<file path="src/rtl/fb_write_arbiter_if.sv">
// Bus bundle for the framebuffer write arbiter: SPI pixel input, scan-out read
// request, the shared RAM port, and bank/status flags.
interface fb_write_arbiter_if #(
  parameter int ADDR_WIDTH = 11
);
  logic                  pixel_clk;
  logic [15:0]           spi_data;
  logic                  spi_cs;
  logic                  rd_req;
  logic [ADDR_WIDTH-1:0] rd_addr;
  logic [ADDR_WIDTH:0]   ram_addr;
  logic                  ram_we;
  logic [15:0]           ram_wdata;
  logic                  display_bank;
  logic                  frame_done;
  logic                  overflow;

  modport slave (
    input  pixel_clk, spi_data, spi_cs, rd_req, rd_addr,
    output ram_addr, ram_we, ram_wdata, display_bank, frame_done, overflow
  );

  modport master (
    output pixel_clk, spi_data, spi_cs, rd_req, rd_addr,
    input  ram_addr, ram_we, ram_wdata, display_bank, frame_done, overflow
  );
endinterface

</file>
<file path="src/rtl/fb_write_arbiter.sv">
// Single-word holding buffer between the SPI receiver and the double-buffered
// framebuffer RAM port; scan-out reads always take priority over writes.
module fb_write_arbiter #(
  parameter int ADDR_WIDTH   = 11,
  parameter int FRAME_PIXELS = 2048
) (
  input  logic                clk,
  input  logic                reset_n,
  fb_write_arbiter_if.slave   bus
);

  localparam logic [ADDR_WIDTH-1:0] FRAME_LAST = ADDR_WIDTH'(FRAME_PIXELS - 1);
  localparam logic [ADDR_WIDTH-1:0] PTR_ONE    = ADDR_WIDTH'(1);

  logic [2:0]            pclk_sync_r;
  logic [2:0]            cs_sync_r;
  logic                  cap_evt_s;
  logic                  sof_evt_s;
  logic                  write_go_s;

  logic [ADDR_WIDTH:0]   ram_addr_r,     ram_addr_n;
  logic                  ram_we_r,       ram_we_n;
  logic [15:0]           ram_wdata_r,    ram_wdata_n;
  logic                  display_bank_r, display_bank_n;
  logic                  frame_done_r,   frame_done_n;
  logic                  overflow_r,     overflow_n;
  logic                  write_bank_r,   write_bank_n;
  logic [ADDR_WIDTH-1:0] wr_ptr_r,       wr_ptr_n;
  logic [15:0]           hold_data_r,    hold_data_n;
  logic                  hold_valid_r,   hold_valid_n;

  // Two-flop synchronisers with a third stage for rising-edge detection
  always_ff @(posedge clk or negedge reset_n) begin
    if (!reset_n) begin
      pclk_sync_r <= 3'b000;
      cs_sync_r   <= 3'b000;
    end else begin
      pclk_sync_r <= {pclk_sync_r[1:0], bus.pixel_clk};
      cs_sync_r   <= {cs_sync_r[1:0], bus.spi_cs};
    end
  end

  assign cap_evt_s  = pclk_sync_r[1] & ~pclk_sync_r[2];
  assign sof_evt_s  = cs_sync_r[1] & ~cs_sync_r[2];
  // A start-of-frame suppresses any pending write in the same cycle
  assign write_go_s = ~bus.rd_req & hold_valid_r & ~sof_evt_s;

  // Next-state: RAM port arbitration, pointer/bank sequencing, capture buffer
  always_comb begin
    ram_addr_n     = ram_addr_r;
    ram_we_n       = 1'b0;
    ram_wdata_n    = ram_wdata_r;
    display_bank_n = display_bank_r;
    frame_done_n   = 1'b0;
    overflow_n     = overflow_r;
    write_bank_n   = write_bank_r;
    wr_ptr_n       = wr_ptr_r;
    hold_data_n    = hold_data_r;
    hold_valid_n   = hold_valid_r;

    if (bus.rd_req) begin
      ram_addr_n = {display_bank_r, bus.rd_addr};
    end else if (write_go_s) begin
      ram_addr_n   = {write_bank_r, wr_ptr_r};
      ram_we_n     = 1'b1;
      ram_wdata_n  = hold_data_r;
      hold_valid_n = 1'b0;
      if (wr_ptr_r == FRAME_LAST) begin
        wr_ptr_n       = {ADDR_WIDTH{1'b0}};
        display_bank_n = write_bank_r;
        write_bank_n   = ~write_bank_r;
        frame_done_n   = 1'b1;
      end else begin
        wr_ptr_n = wr_ptr_r + PTR_ONE;
      end
    end else begin
      ram_we_n = 1'b0;
    end

    // Capture after the write so a same-cycle write frees the buffer first
    if (sof_evt_s) begin
      wr_ptr_n     = {ADDR_WIDTH{1'b0}};
      hold_valid_n = 1'b0;
      overflow_n   = 1'b0;
    end else if (cap_evt_s) begin
      if (hold_valid_r && !write_go_s) begin
        overflow_n = 1'b1;
      end else begin
        hold_data_n  = bus.spi_data;
        hold_valid_n = 1'b1;
      end
    end else begin
      hold_data_n = hold_data_n;
    end
  end

  // State and registered outputs
  always_ff @(posedge clk or negedge reset_n) begin
    if (!reset_n) begin
      ram_addr_r     <= {(ADDR_WIDTH+1){1'b0}};
      ram_we_r       <= 1'b0;
      ram_wdata_r    <= 16'h0000;
      display_bank_r <= 1'b1;
      frame_done_r   <= 1'b0;
      overflow_r     <= 1'b0;
      write_bank_r   <= 1'b0;
      wr_ptr_r       <= {ADDR_WIDTH{1'b0}};
      hold_data_r    <= 16'h0000;
      hold_valid_r   <= 1'b0;
    end else begin
      ram_addr_r     <= ram_addr_n;
      ram_we_r       <= ram_we_n;
      ram_wdata_r    <= ram_wdata_n;
      display_bank_r <= display_bank_n;
      frame_done_r   <= frame_done_n;
      overflow_r     <= overflow_n;
      write_bank_r   <= write_bank_n;
      wr_ptr_r       <= wr_ptr_n;
      hold_data_r    <= hold_data_n;
      hold_valid_r   <= hold_valid_n;
    end
  end

  assign bus.ram_addr     = ram_addr_r;
  assign bus.ram_we       = ram_we_r;
  assign bus.ram_wdata    = ram_wdata_r;
  assign bus.display_bank = display_bank_r;
  assign bus.frame_done   = frame_done_r;
  assign bus.overflow     = overflow_r;

endmodule
</file>
<file path="src/flat_wrapper.sv">
// flat-port wrapper written by rule: the top's interface ports become plain ports
module fb_write_arbiter_flat 
#(
  parameter int ADDR_WIDTH   = 11,
  parameter int FRAME_PIXELS = 2048
)
  (clk, reset_n, bus_pixel_clk, bus_spi_data, bus_spi_cs, bus_rd_req, bus_rd_addr, bus_ram_addr, bus_ram_we, bus_ram_wdata, bus_display_bank, bus_frame_done, bus_overflow);
  fb_write_arbiter_if #(.ADDR_WIDTH(ADDR_WIDTH)) bus_i ();
  input  logic clk;
  input  logic reset_n;
  input wire logic [$bits(bus_i.pixel_clk)-1:0] bus_pixel_clk;
  input wire logic [$bits(bus_i.spi_data)-1:0] bus_spi_data;
  input wire logic [$bits(bus_i.spi_cs)-1:0] bus_spi_cs;
  input wire logic [$bits(bus_i.rd_req)-1:0] bus_rd_req;
  input wire logic [$bits(bus_i.rd_addr)-1:0] bus_rd_addr;
  output wire logic [$bits(bus_i.ram_addr)-1:0] bus_ram_addr;
  output wire logic [$bits(bus_i.ram_we)-1:0] bus_ram_we;
  output wire logic [$bits(bus_i.ram_wdata)-1:0] bus_ram_wdata;
  output wire logic [$bits(bus_i.display_bank)-1:0] bus_display_bank;
  output wire logic [$bits(bus_i.frame_done)-1:0] bus_frame_done;
  output wire logic [$bits(bus_i.overflow)-1:0] bus_overflow;
  assign bus_i.pixel_clk = bus_pixel_clk;
  assign bus_i.spi_data = bus_spi_data;
  assign bus_i.spi_cs = bus_spi_cs;
  assign bus_i.rd_req = bus_rd_req;
  assign bus_i.rd_addr = bus_rd_addr;
  assign bus_ram_addr = bus_i.ram_addr;
  assign bus_ram_we = bus_i.ram_we;
  assign bus_ram_wdata = bus_i.ram_wdata;
  assign bus_display_bank = bus_i.display_bank;
  assign bus_frame_done = bus_i.frame_done;
  assign bus_overflow = bus_i.overflow;
  fb_write_arbiter #(.ADDR_WIDTH(ADDR_WIDTH), .FRAME_PIXELS(FRAME_PIXELS)) u_core (.clk(clk), .reset_n(reset_n), .bus(bus_i));
endmodule
</file>
<file path="config.mk">
export PLATFORM = sky130hd
export DESIGN_NAME = fb_write_arbiter_flat
export DESIGN_NICKNAME = d
export VERILOG_FILES = /design/src/rtl/fb_write_arbiter_if.sv /design/src/rtl/fb_write_arbiter.sv /design/src/flat_wrapper.sv
export SDC_FILE = /design/constraint.sdc
export NUM_CORES = 1
export LEC_CHECK = 0
export ABC_AREA = 1
export BUFFER_PORTS_ARGS = -buffer_cell sky130_fd_sc_hd__buf_2
export CAP_MARGIN = 40
export CORE_MARGIN = 2
export CORE_UTILIZATION = 50
export DETAILED_ROUTE_END_ITERATION = 10
export HOLD_SLACK_MARGIN = 0.05
export MAX_ROUTING_LAYER = met4
export PLACE_DENSITY_LB_ADDON = 0.3
export SLEW_MARGIN = 20
export SYNTH_ARGS = -nofsm -noshare
export SYNTH_HDL_FRONTEND = slang
export SYNTH_SLANG_ARGS = --single-unit
</file>
<file path="constraint.sdc">
create_clock -name clk -period 1.65 [get_ports clk]
set_input_delay 0 -clock clk [delete_from_list [all_inputs] [get_ports clk]]
set_output_delay 0 -clock clk [all_outputs]
set_load 0.01 [all_outputs]
</file>
==> impl_metrics.env, run 1 <==
export IMPL_p_sw_share_pct=27.2
export IMPL_post_drt_wl_per_cell_um=12.5
export IMPL_synthesis_area_um2=2780
export IMPL_rrSetupSlack_ps=180
export IMPL_grt_total_usage_pct=21.8
export IMPL_yosysSeqAreaShare_pct=60.3
export IMPL_slew_headroom_pct=65.8
export IMPL_ant_nets=0
export IMPL_hp_class="in -> async"
export IMPL_drv_cap=0
export IMPL_power_clock_fraction_pct=33.2
export IMPL_diodes=0
export IMPL_cts_max_level=3
export IMPL_cp_required_ps=1860
export IMPL_io_pins=64
export IMPL_crit_arrival_ps=1670
export IMPL_power_density_nw_per_um2=1080
export IMPL_num_vias=2294
export IMPL_synth_cell_type_count=27
export IMPL_max_clock_freq_mhz=682
export IMPL_crit_family="simple AND/OR/NAND/NOR gates"
export IMPL_worst_path_most_repeated_cell="nand2_1"
export IMPL_final_nets=438
export IMPL_r2r_cells=8
export IMPL_synth_seq_cells=67
export IMPL_io_buffers=63
export IMPL_cp_start_kind="register"
export IMPL_vdd_drop_max_uv=736
export IMPL_syn_inst=305
export IMPL_fin_cells=481
export IMPL_p_leak_nw=1.89
export IMPL_ctsLongestPathBuffers=2
export IMPL_die_y_um=78.6
export IMPL_num_rows=27
export IMPL_die_w_um=78.6
export IMPL_grt_start_max_net_pins=47
export IMPL_crit_fanout=7
export IMPL_insertion_delay_ps=330
export IMPL_cts_tree="built"
export IMPL_finalSetupTns_ps=0
export IMPL_dp_cells=434
export IMPL_hold_viol=0
export IMPL_avgSynthCellArea_um2=9.12
export IMPL_routed_wl_mm=6.00
export IMPL_fin_crit_ps=1470
export IMPL_finalWeightedCongestion=0.878
export IMPL_core_um2=5440
export IMPL_drv_slew=0
export IMPL_slowest_stage="dfrtp_1"
export IMPL_vias_per_cell=4.77
export IMPL_crit_buf_inv=1
export IMPL_final_cell_mix="nand2_1 (90), dfrtp_1 (66), buf_2 (63)"
export IMPL_drc=0
export IMPL_synth_nets=338
export IMPL_path_class="reg -> reg"
export IMPL_drt_iter0_markers=155
export IMPL_worstMarginPinSlew_ps=513
export IMPL_drtPass1Iterations=4
export IMPL_finClkSkew_ps=11.0
export IMPL_drive_gt1_share_pct=24.7
export IMPL_crit_cells=8
export IMPL_cts_root_buffer="clkbuf_8"
export IMPL_area_growth_pct=32.9
export IMPL_yosys_warnings=0
export IMPL_clk_pin_slew_worst_paths_ps=70
export IMPL_p_sw_mw=1.09
export IMPL_crit_chain="ha_2, nand2_1, nor2_2, nand3_1, nand2_2, inv_1, nand2_1, o21ai_0"
export IMPL_p_int_mw=2.91
export IMPL_final_common_cell="nand2_1"
export IMPL_grt_pass1_vias=2179
export IMPL_grt_ovfl_total=0
export IMPL_numCtsBuffers=9
export IMPL_dieArea_um2=6180
export IMPL_critPathMaxStageDelay_ps=360
export IMPL_utilization_pct=68.0
export IMPL_fin_crit_sh_pct=88.9
export IMPL_dpl_hpwl_mm=3.86
export IMPL_antenna_found_initial=0
export IMPL_setup_violations=0
export IMPL_grt_pass1_wl_mm=10.1
export IMPL_combPwrFrac_pct=17.6
export IMPL_cts_sinks=67
export IMPL_status="finished clean"
export IMPL_seq_power_share_pct=49.2
export IMPL_start_util_pct=51.1
export IMPL_cp_end_kind="register"
metal layers:
metal / vias to the layer above / global-route usage (%) / wire length, µm
li1: 1156 / - / -
met1: 1072 / 29.9 / 2760
met2: 62 / 31.6 / 2870
met3: 4 / 4.60 / 331
met4: 0 / 9.82 / 36
met5: - / - / 0
power by group through the flow:
| stage | clock, mW | combinational [mW] | sequential (mW) |
|---|---|---|---|
| 2_1_floorplan | 0 | 0.283 | 2.06 |
| 3_3_place_gp | 0 | 0.622 | 1.99 |
| 3_5_place_dp | 0 | 0.638 | 2.00 |
| 4_1_cts | 1.36 | 0.696 | 1.97 |
| 5_1_grt | 1.45 | 0.789 | 2.00 |
| 6_report | 1.33 | 0.704 | 1.97 |
cells by family (layout without fill, tap and decap cells):
family          after synthesis  after routing  synth area share (%)
compound gates               49             49                  10.4
flops                        67             67                  60.3
simple gates                135            135                  20.2
xor+xnor                      3              3                 0.945
fa+ha+maj                     1              1                 0.450
buf+inv                      50            154                  7.74
layout make-up:
type / instances / area [µm²]
fill: 436 / 1740
sequential: 67 / 1680
multi-input combinational: 188 / 903
timing repair buffer: 101 / 691
inverter: 38 / 143
clock buffer: 11 / 141
tap: 72 / 90.1
clock inverter: 4 / 51.3
path summary, 6_finish.rpt:
check                                    start                  endpoint
max                         u_core.wr_ptr_r[1]       u_core.wr_ptr_r[10]
min                                    reset_n  u_core.bus.ram_wdata[15]
max reg2reg                 u_core.wr_ptr_r[1]       u_core.wr_ptr_r[10]
min reg2reg                u_core.cs_sync_r[0]       u_core.cs_sync_r[1]
max in group asynchronous              reset_n        u_core.wr_ptr_r[5]
min in group clk                    bus_spi_cs       u_core.cs_sync_r[0]
cells in the mapped netlist (all sizes together):
master	number	area, µm²
a21oi	15	75.1
buf	9	60.1
clkbuf	3	12.5
dfrtp	66	1650
dfstp	1	26.3
ha	1	12.5
inv	38	143
nand2	91	342
nand3	15	80.1
nand4	2	12.5
nor2	25	116
nor3	2	10.0
o211ai	8	60.1
o21a	1	7.51
o21ai	23	134
o22ai	2	12.5
xnor2	1	8.76
xor2	2	17.5
worst register-to-register path, stage by stage (launching register included):
cell,delay [ps]
dfrtp_1,360
ha_2,210
nand2_1,70
nor2_2,170
nand3_1,150
nand2_2,140
inv_1,100
nand2_1,70
o21ai_0,70
registers in the layout (all words and copies together), names as in the netlist:
register / flops
u_core.bus.ram_we: 1
u_core.cs_sync_r: 3
u_core.hold_valid_r: 1
u_core.bus.overflow: 1
u_core.hold_data_r: 16
u_core.write_bank_r: 1
u_core.bus.ram_addr: 12
u_core.bus.display_bank: 1
u_core.bus.ram_wdata: 16
u_core.bus.frame_done: 1
u_core.pclk_sync_r: 3
u_core.wr_ptr_r: 11
through the flow:
| step | total power, mW | worst slack, ps | hold WS [ps] | area (µm²) |
|---|---|---|---|---|
| CTS | 4.03 | 38.9 | 176 | 3670 |
| finish | 4.00 | 183 | 170 | 3700 |
| detailed placement | 2.64 | 51.8 | 2.45 | 3170 |
| global route | 4.24 | -6.97 | 202 | 3700 |
| global placement | 2.61 | 31.4 | -2.55 | 3170 |
| floorplan | 2.35 | 330 | -296 | 2780 |
what timing repair did:
action                     CTS  global route
hold endpoints to repair    52             0
gates resized for setup      0             4
hold buffers                31             0
setup endpoints to repair    0            31
buffers inserted             0             1
(Power assumes the default switching activity.)
==> run 2: changes to the inputs <==
--- a/config.mk
+++ b/config.mk
@@ -8,8 +8,10 @@
 export ABC_AREA = 1
 export BUFFER_PORTS_ARGS = -buffer_cell sky130_fd_sc_hd__buf_2
 export CAP_MARGIN = 40
+export CELL_PAD_IN_SITES_DETAIL_PLACEMENT = 0
+export CELL_PAD_IN_SITES_GLOBAL_PLACEMENT = 1
 export CORE_MARGIN = 2
-export CORE_UTILIZATION = 50
+export CORE_UTILIZATION = 40
 export DETAILED_ROUTE_END_ITERATION = 10
 export HOLD_SLACK_MARGIN = 0.05
 export MAX_ROUTING_LAYER = met4
==> impl_metrics.env, run 2 (synthesis gave the netlist of run 1 again) <==
export IMPL_hp_class="in -> async"
export IMPL_grt_pass1_wl_mm=9.93
export IMPL_cts_root_buffer="clkbuf_8"
export IMPL_finalSetupTns_ps=0
export IMPL_path_class="reg -> reg"
export IMPL_fin_crit_sh_pct=90.2
export IMPL_antenna_found_initial=0
export IMPL_power_clock_fraction_pct=38.1
export IMPL_ant_nets=0
export IMPL_drtPass1Iterations=4
export IMPL_seqCellArea_um2=1680
export IMPL_power_density_nw_per_um2=1150
export IMPL_drv_slew=0
export IMPL_drt_iter0_markers=91
export IMPL_power_mw=4.30
export IMPL_p_leak_nw=1.92
export IMPL_p_int_mw=3.18
export IMPL_die_y_um=87.4
export IMPL_final_common_cell="nand2_1"
export IMPL_finalWeightedCongestion=0.832
export IMPL_drc=0
export IMPL_cts_tree="built"
export IMPL_cp_end_kind="register"
export IMPL_ctsLongestPathBuffers=2
export IMPL_finClkSkew_ps=10.8
export IMPL_p_sw_share_pct=26.1
export IMPL_num_vias=2264
export IMPL_clk_pin_slew_worst_paths_ps=70
export IMPL_fin_crit_ps=1490
export IMPL_cts_sinks=67
export IMPL_max_clock_freq_mhz=672
export IMPL_start_util_pct=41.2
export IMPL_fillerInstances=633
export IMPL_cp_required_ps=1860
export IMPL_final_cell_mix="nand2_1 (90), dfrtp_1 (66), buf_2 (63)"
export IMPL_setup_violations=0
export IMPL_vdd_drop_max_uv=657
export IMPL_grt_total_usage_pct=17.6
export IMPL_crit_fanout=7
export IMPL_vias_per_cell=4.64
export IMPL_combPwrFrac_pct=16.0
export IMPL_seq_power_share_pct=45.9
export IMPL_diodes=0
export IMPL_grt_start_max_net_pins=68
export IMPL_grt_ovfl_total=0
export IMPL_area_growth_pct=34.8
export IMPL_die_w_um=87.4
export IMPL_final_nets=437
export IMPL_status="finished clean"
export IMPL_io_buffers=63
export IMPL_post_drt_wl_per_cell_um=12.1
export IMPL_drive_gt1_share_pct=24.5
export IMPL_num_rows=30
export IMPL_dpl_hpwl_mm=3.84
export IMPL_grt_setup_unrepaired="false"
export IMPL_cts_max_level=3
export IMPL_drv_cap=0
export IMPL_dieArea_um2=7640
export IMPL_cp_start_kind="register"
export IMPL_grt_pass1_vias=2185
export IMPL_crit_arrival_ps=1700
export IMPL_insertion_delay_ps=340
export IMPL_core_um2=6760
export IMPL_slew_headroom_pct=53.9
export IMPL_numCtsBuffers=9
export IMPL_rrSetupSlack_ps=160
export IMPL_utilization_pct=55.5
export IMPL_routed_wl_mm=5.92
export IMPL_io_pins=64
export IMPL_hold_viol=0
export IMPL_p_sw_mw=1.12
export IMPL_worstMarginPinSlew_ps=691
export IMPL_multi_input_area_um2=893
## run 2: cell type report
| type | count | area share (%) |
|---|---|---|
| Timing Repair Buffer | 100 | 18.6 |
| Multi-Input combinational cell | 188 | 23.8 |
| Inverter | 38 | 3.81 |
| Sequential cell | 67 | 44.8 |
| Tap cell | 80 | 2.67 |
| Clock inverter | 6 | 3.07 |
| Clock buffer | 9 | 3.30 |
## run 2: metrics by stage
stage          worst slack (ps)  cell area (µm²)  cells  hold slack (ps)
2_1_floorplan               330             2780    305             -296
3_3_place_gp              -1.10             3190    441             50.2
3_5_place_dp              -18.6             3190    441             51.2
4_1_cts                    52.8             3740    487              209
5_1_grt                    37.5             3750    488              243
6_report                    162             3750    488              203
## run 2: power groups by stage
| stage | combinational [mW] | sequential, mW | clock [mW] |
|---|---|---|---|
| 2_1_floorplan | 0.283 | 2.06 | 0 |
| 3_3_place_gp | 0.625 | 2.00 | 0 |
| 3_5_place_dp | 0.640 | 2.01 | 0 |
| 4_1_cts | 0.697 | 1.98 | 1.68 |
| 5_1_grt | 0.783 | 2.00 | 1.76 |
| 6_report | 0.690 | 1.97 | 1.64 |
## run 2: what timing repair did
action / in CTS / in global routing
endpoints found under the setup margin: 1 / 15
endpoints found under the hold margin: 97 / 0
hold buffers: 31 / 0
buffers inserted: 0 / 1
gates resized for setup: 1 / 1
## run 2: final timing paths
check,cells after the start,end,startpoint
worst max-delay path,8,u_core.wr_ptr_r[10],u_core.wr_ptr_r[0]
worst min-delay path,3,u_core.pclk_sync_r[2],reset_n
worst max register to register,8,u_core.wr_ptr_r[10],u_core.wr_ptr_r[0]
worst min register to register,0,u_core.cs_sync_r[1],u_core.cs_sync_r[0]
max in group asynchronous,3,u_core.bus.display_bank,reset_n
min in group clk,2,u_core.pclk_sync_r[0],bus_pixel_clk
## run 2: metal layers
| layer | GRT usage (%) | vias up | routed length, µm |
|---|---|---|---|
| met4 | 7.13 | 0 | 127 |
| met2 | 26.7 | 54 | 2740 |
| met5 | - | - | 0 |
| met3 | 5.69 | 11 | 302 |
| li1 | - | 1160 | - |
| met1 | 21.8 | 1039 | 2760 |
## run 2: critical path, cell delays in order (launching register included)
cell,delay (ps)
dfrtp_1,350
ha_1,210
nand2_1,80
nor2_2,180
nand3_1,160
nand2_2,160
inv_1,90
nand2_1,50
o21ai_0,70
==> run 3: changes to the inputs <==
--- a/config.mk
+++ b/config.mk
@@ -10,7 +10,7 @@
 export CAP_MARGIN = 40
 export CELL_PAD_IN_SITES_DETAIL_PLACEMENT = 0
 export CELL_PAD_IN_SITES_GLOBAL_PLACEMENT = 1
-export CORE_MARGIN = 2
+export CORE_MARGIN = 1
 export CORE_UTILIZATION = 40
 export DETAILED_ROUTE_END_ITERATION = 10
 export HOLD_SLACK_MARGIN = 0.05
==> impl_metrics.env, run 3 (synthesis gave the netlist of run 1 again) <==
export IMPL_cp_start_kind="register"
export IMPL_p_sw_share_pct=26.5
export IMPL_max_clock_freq_mhz=686
export IMPL_final_cell_mix="nand2_1 (90), dfrtp_1 (66), buf_2 (63)"
export IMPL_power_clock_fraction_pct=36.2
export IMPL_path_class="reg -> reg"
export IMPL_dpl_hpwl_mm=3.75
export IMPL_multi_input_area_um2=908
export IMPL_setup_violations=0
export IMPL_cp_required_ps=1860
export IMPL_fin_area_um2=3750
export IMPL_area_growth_pct=34.7
export IMPL_combPwrFrac_pct=16.5
export IMPL_antenna_found_initial=0
export IMPL_p_int_mw=3.07
export IMPL_drv_cap=0
export IMPL_p_leak_nw=1.91
export IMPL_diodes=0
export IMPL_grt_start_max_net_pins=68
export IMPL_power_density_nw_per_um2=1110
export IMPL_crit_arrival_ps=1670
export IMPL_fillerInstances=634
export IMPL_worstMarginPinSlew_ps=447
export IMPL_insertion_delay_ps=340
export IMPL_seqCellArea_um2=1680
export IMPL_finalWeightedCongestion=0.816
export IMPL_io_buffers=63
export IMPL_hold_viol=0
export IMPL_core_um2=6760
export IMPL_cts_root_buffer="clkbuf_8"
export IMPL_drv_slew=0
export IMPL_grt_setup_unrepaired="false"
export IMPL_final_nets=436
export IMPL_die_w_um=85.4
export IMPL_finalSetupTns_ps=0
export IMPL_cts_tree="built"
export IMPL_grt_total_usage_pct=18.2
export IMPL_num_vias=2219
export IMPL_cp_end_kind="register"
export IMPL_hp_class="in -> async"
export IMPL_vdd_drop_max_uv=557
export IMPL_vias_per_cell=4.55
export IMPL_final_common_cell="nand2_1"
export IMPL_crit_fanout=7
export IMPL_post_drt_wl_per_cell_um=11.8
export IMPL_finClkSkew_ps=10.2
export IMPL_numCtsBuffers=9
export IMPL_grt_ovfl_total=0
export IMPL_num_rows=30
export IMPL_seq_power_share_pct=47.2
export IMPL_cts_setup_buffers=0
export IMPL_ant_nets=0
export IMPL_routed_wl_mm=5.74
export IMPL_cts_max_level=3
export IMPL_grt_pass1_vias=2139
export IMPL_clk_pin_slew_worst_paths_ps=70
export IMPL_ctsLongestPathBuffers=2
export IMPL_status="finished clean"
export IMPL_drc=0
export IMPL_io_pins=64
export IMPL_fin_crit_ps=1460
export IMPL_drtPass1Iterations=6
export IMPL_start_util_pct=41.2
export IMPL_fin_crit_sh_pct=88.4
export IMPL_die_y_um=85.4
export IMPL_cts_sinks=67
export IMPL_p_sw_mw=1.11
export IMPL_drive_gt1_share_pct=24.8
export IMPL_dieArea_um2=7290
export IMPL_grt_pass1_wl_mm=9.85
export IMPL_slew_headroom_pct=70.1
export IMPL_drt_iter0_markers=141
export IMPL_placed_cell_area_um2=3190
## run 3: critical path, stage by stage, from the launching register on
cell,delay (ps)
dfrtp_1,400
ha_1,220
nand2_1,110
nor2_4,140
nand3_2,130
nand2_4,120
inv_1,70
nand2_1,50
o21ai_0,80
## run 3: final timing paths
| check | from | endpoint | slack, ps | cells after the start |
|---|---|---|---|---|
| setup reg to reg | u_core.wr_ptr_r[1] | u_core.wr_ptr_r[10] | 190 | 8 |
| min in group clk | bus_spi_cs | u_core.cs_sync_r[0] | 300 | 2 |
| hold / removal | reset_n | u_core.bus.ram_wdata[13] | 190 | 3 |
| max in group asynchronous | reset_n | u_core.wr_ptr_r[0] | 1150 | 3 |
| hold reg to reg | u_core.pclk_sync_r[0] | u_core.pclk_sync_r[1] | 350 | 0 |
| setup / recovery | u_core.wr_ptr_r[1] | u_core.wr_ptr_r[10] | 190 | 8 |
## run 3: layout make-up
class | instances | share of cell area, %
Sequential cell | 67 | 44.8
Multi-Input combinational cell | 188 | 24.2
Timing Repair Buffer | 99 | 18.4
Inverter | 38 | 3.87
Clock buffer | 10 | 3.67
Tap cell | 80 | 2.67
Clock inverter | 6 | 2.37
## run 3: power groups by stage
| stage | logic, mW | clock network, mW | registers (mW) |
|---|---|---|---|
| 2_1_floorplan | 0.283 | 0 | 2.06 |
| 3_3_place_gp | 0.624 | 0 | 2.00 |
| 3_5_place_dp | 0.639 | 0 | 2.00 |
| 4_1_cts | 0.698 | 1.57 | 1.97 |
| 5_1_grt | 0.785 | 1.64 | 2.00 |
| 6_report | 0.690 | 1.51 | 1.97 |
## run 3: routing by layer
layer / track usage, % / share of wire (%) / up-vias / routed length [µm]
met4: 8.18 / 1.1 / 0 / 62
met3: 4.67 / 3.2 / 4 / 181
met5: - / 0 / - / 0
li1: - / - / 1160 / -
met2: 26.7 / 46 / 43 / 2670
met1: 23.9 / 49 / 1012 / 2830
## run 3: metrics by stage
| step | total power, mW | utilization (%) | cells | hold slack (ps) | setup WS, ps |
|---|---|---|---|---|---|
| 2_1_floorplan | 2.35 | - | 305 | -296 | 330 |
| 6_report | 4.17 | 55.4 | 488 | 187 | 192 |
| 4_1_cts | 4.24 | 55.1 | 488 | 211 | 10.7 |
| 3_3_place_gp | 2.62 | 47.2 | 441 | 48.6 | 17.3 |
| 5_1_grt | 4.42 | 55.4 | 488 | 243 | 22.0 |
| 3_5_place_dp | 2.64 | 47.2 | 441 | 52.6 | 21.3 |
## run 3: what timing repair did
action                                 4_1_cts  5_1_grt
resized for setup                            0        7
hold buffers                                31        0
setup endpoints to repair                    0       14
endpoints found under the hold margin       98        0
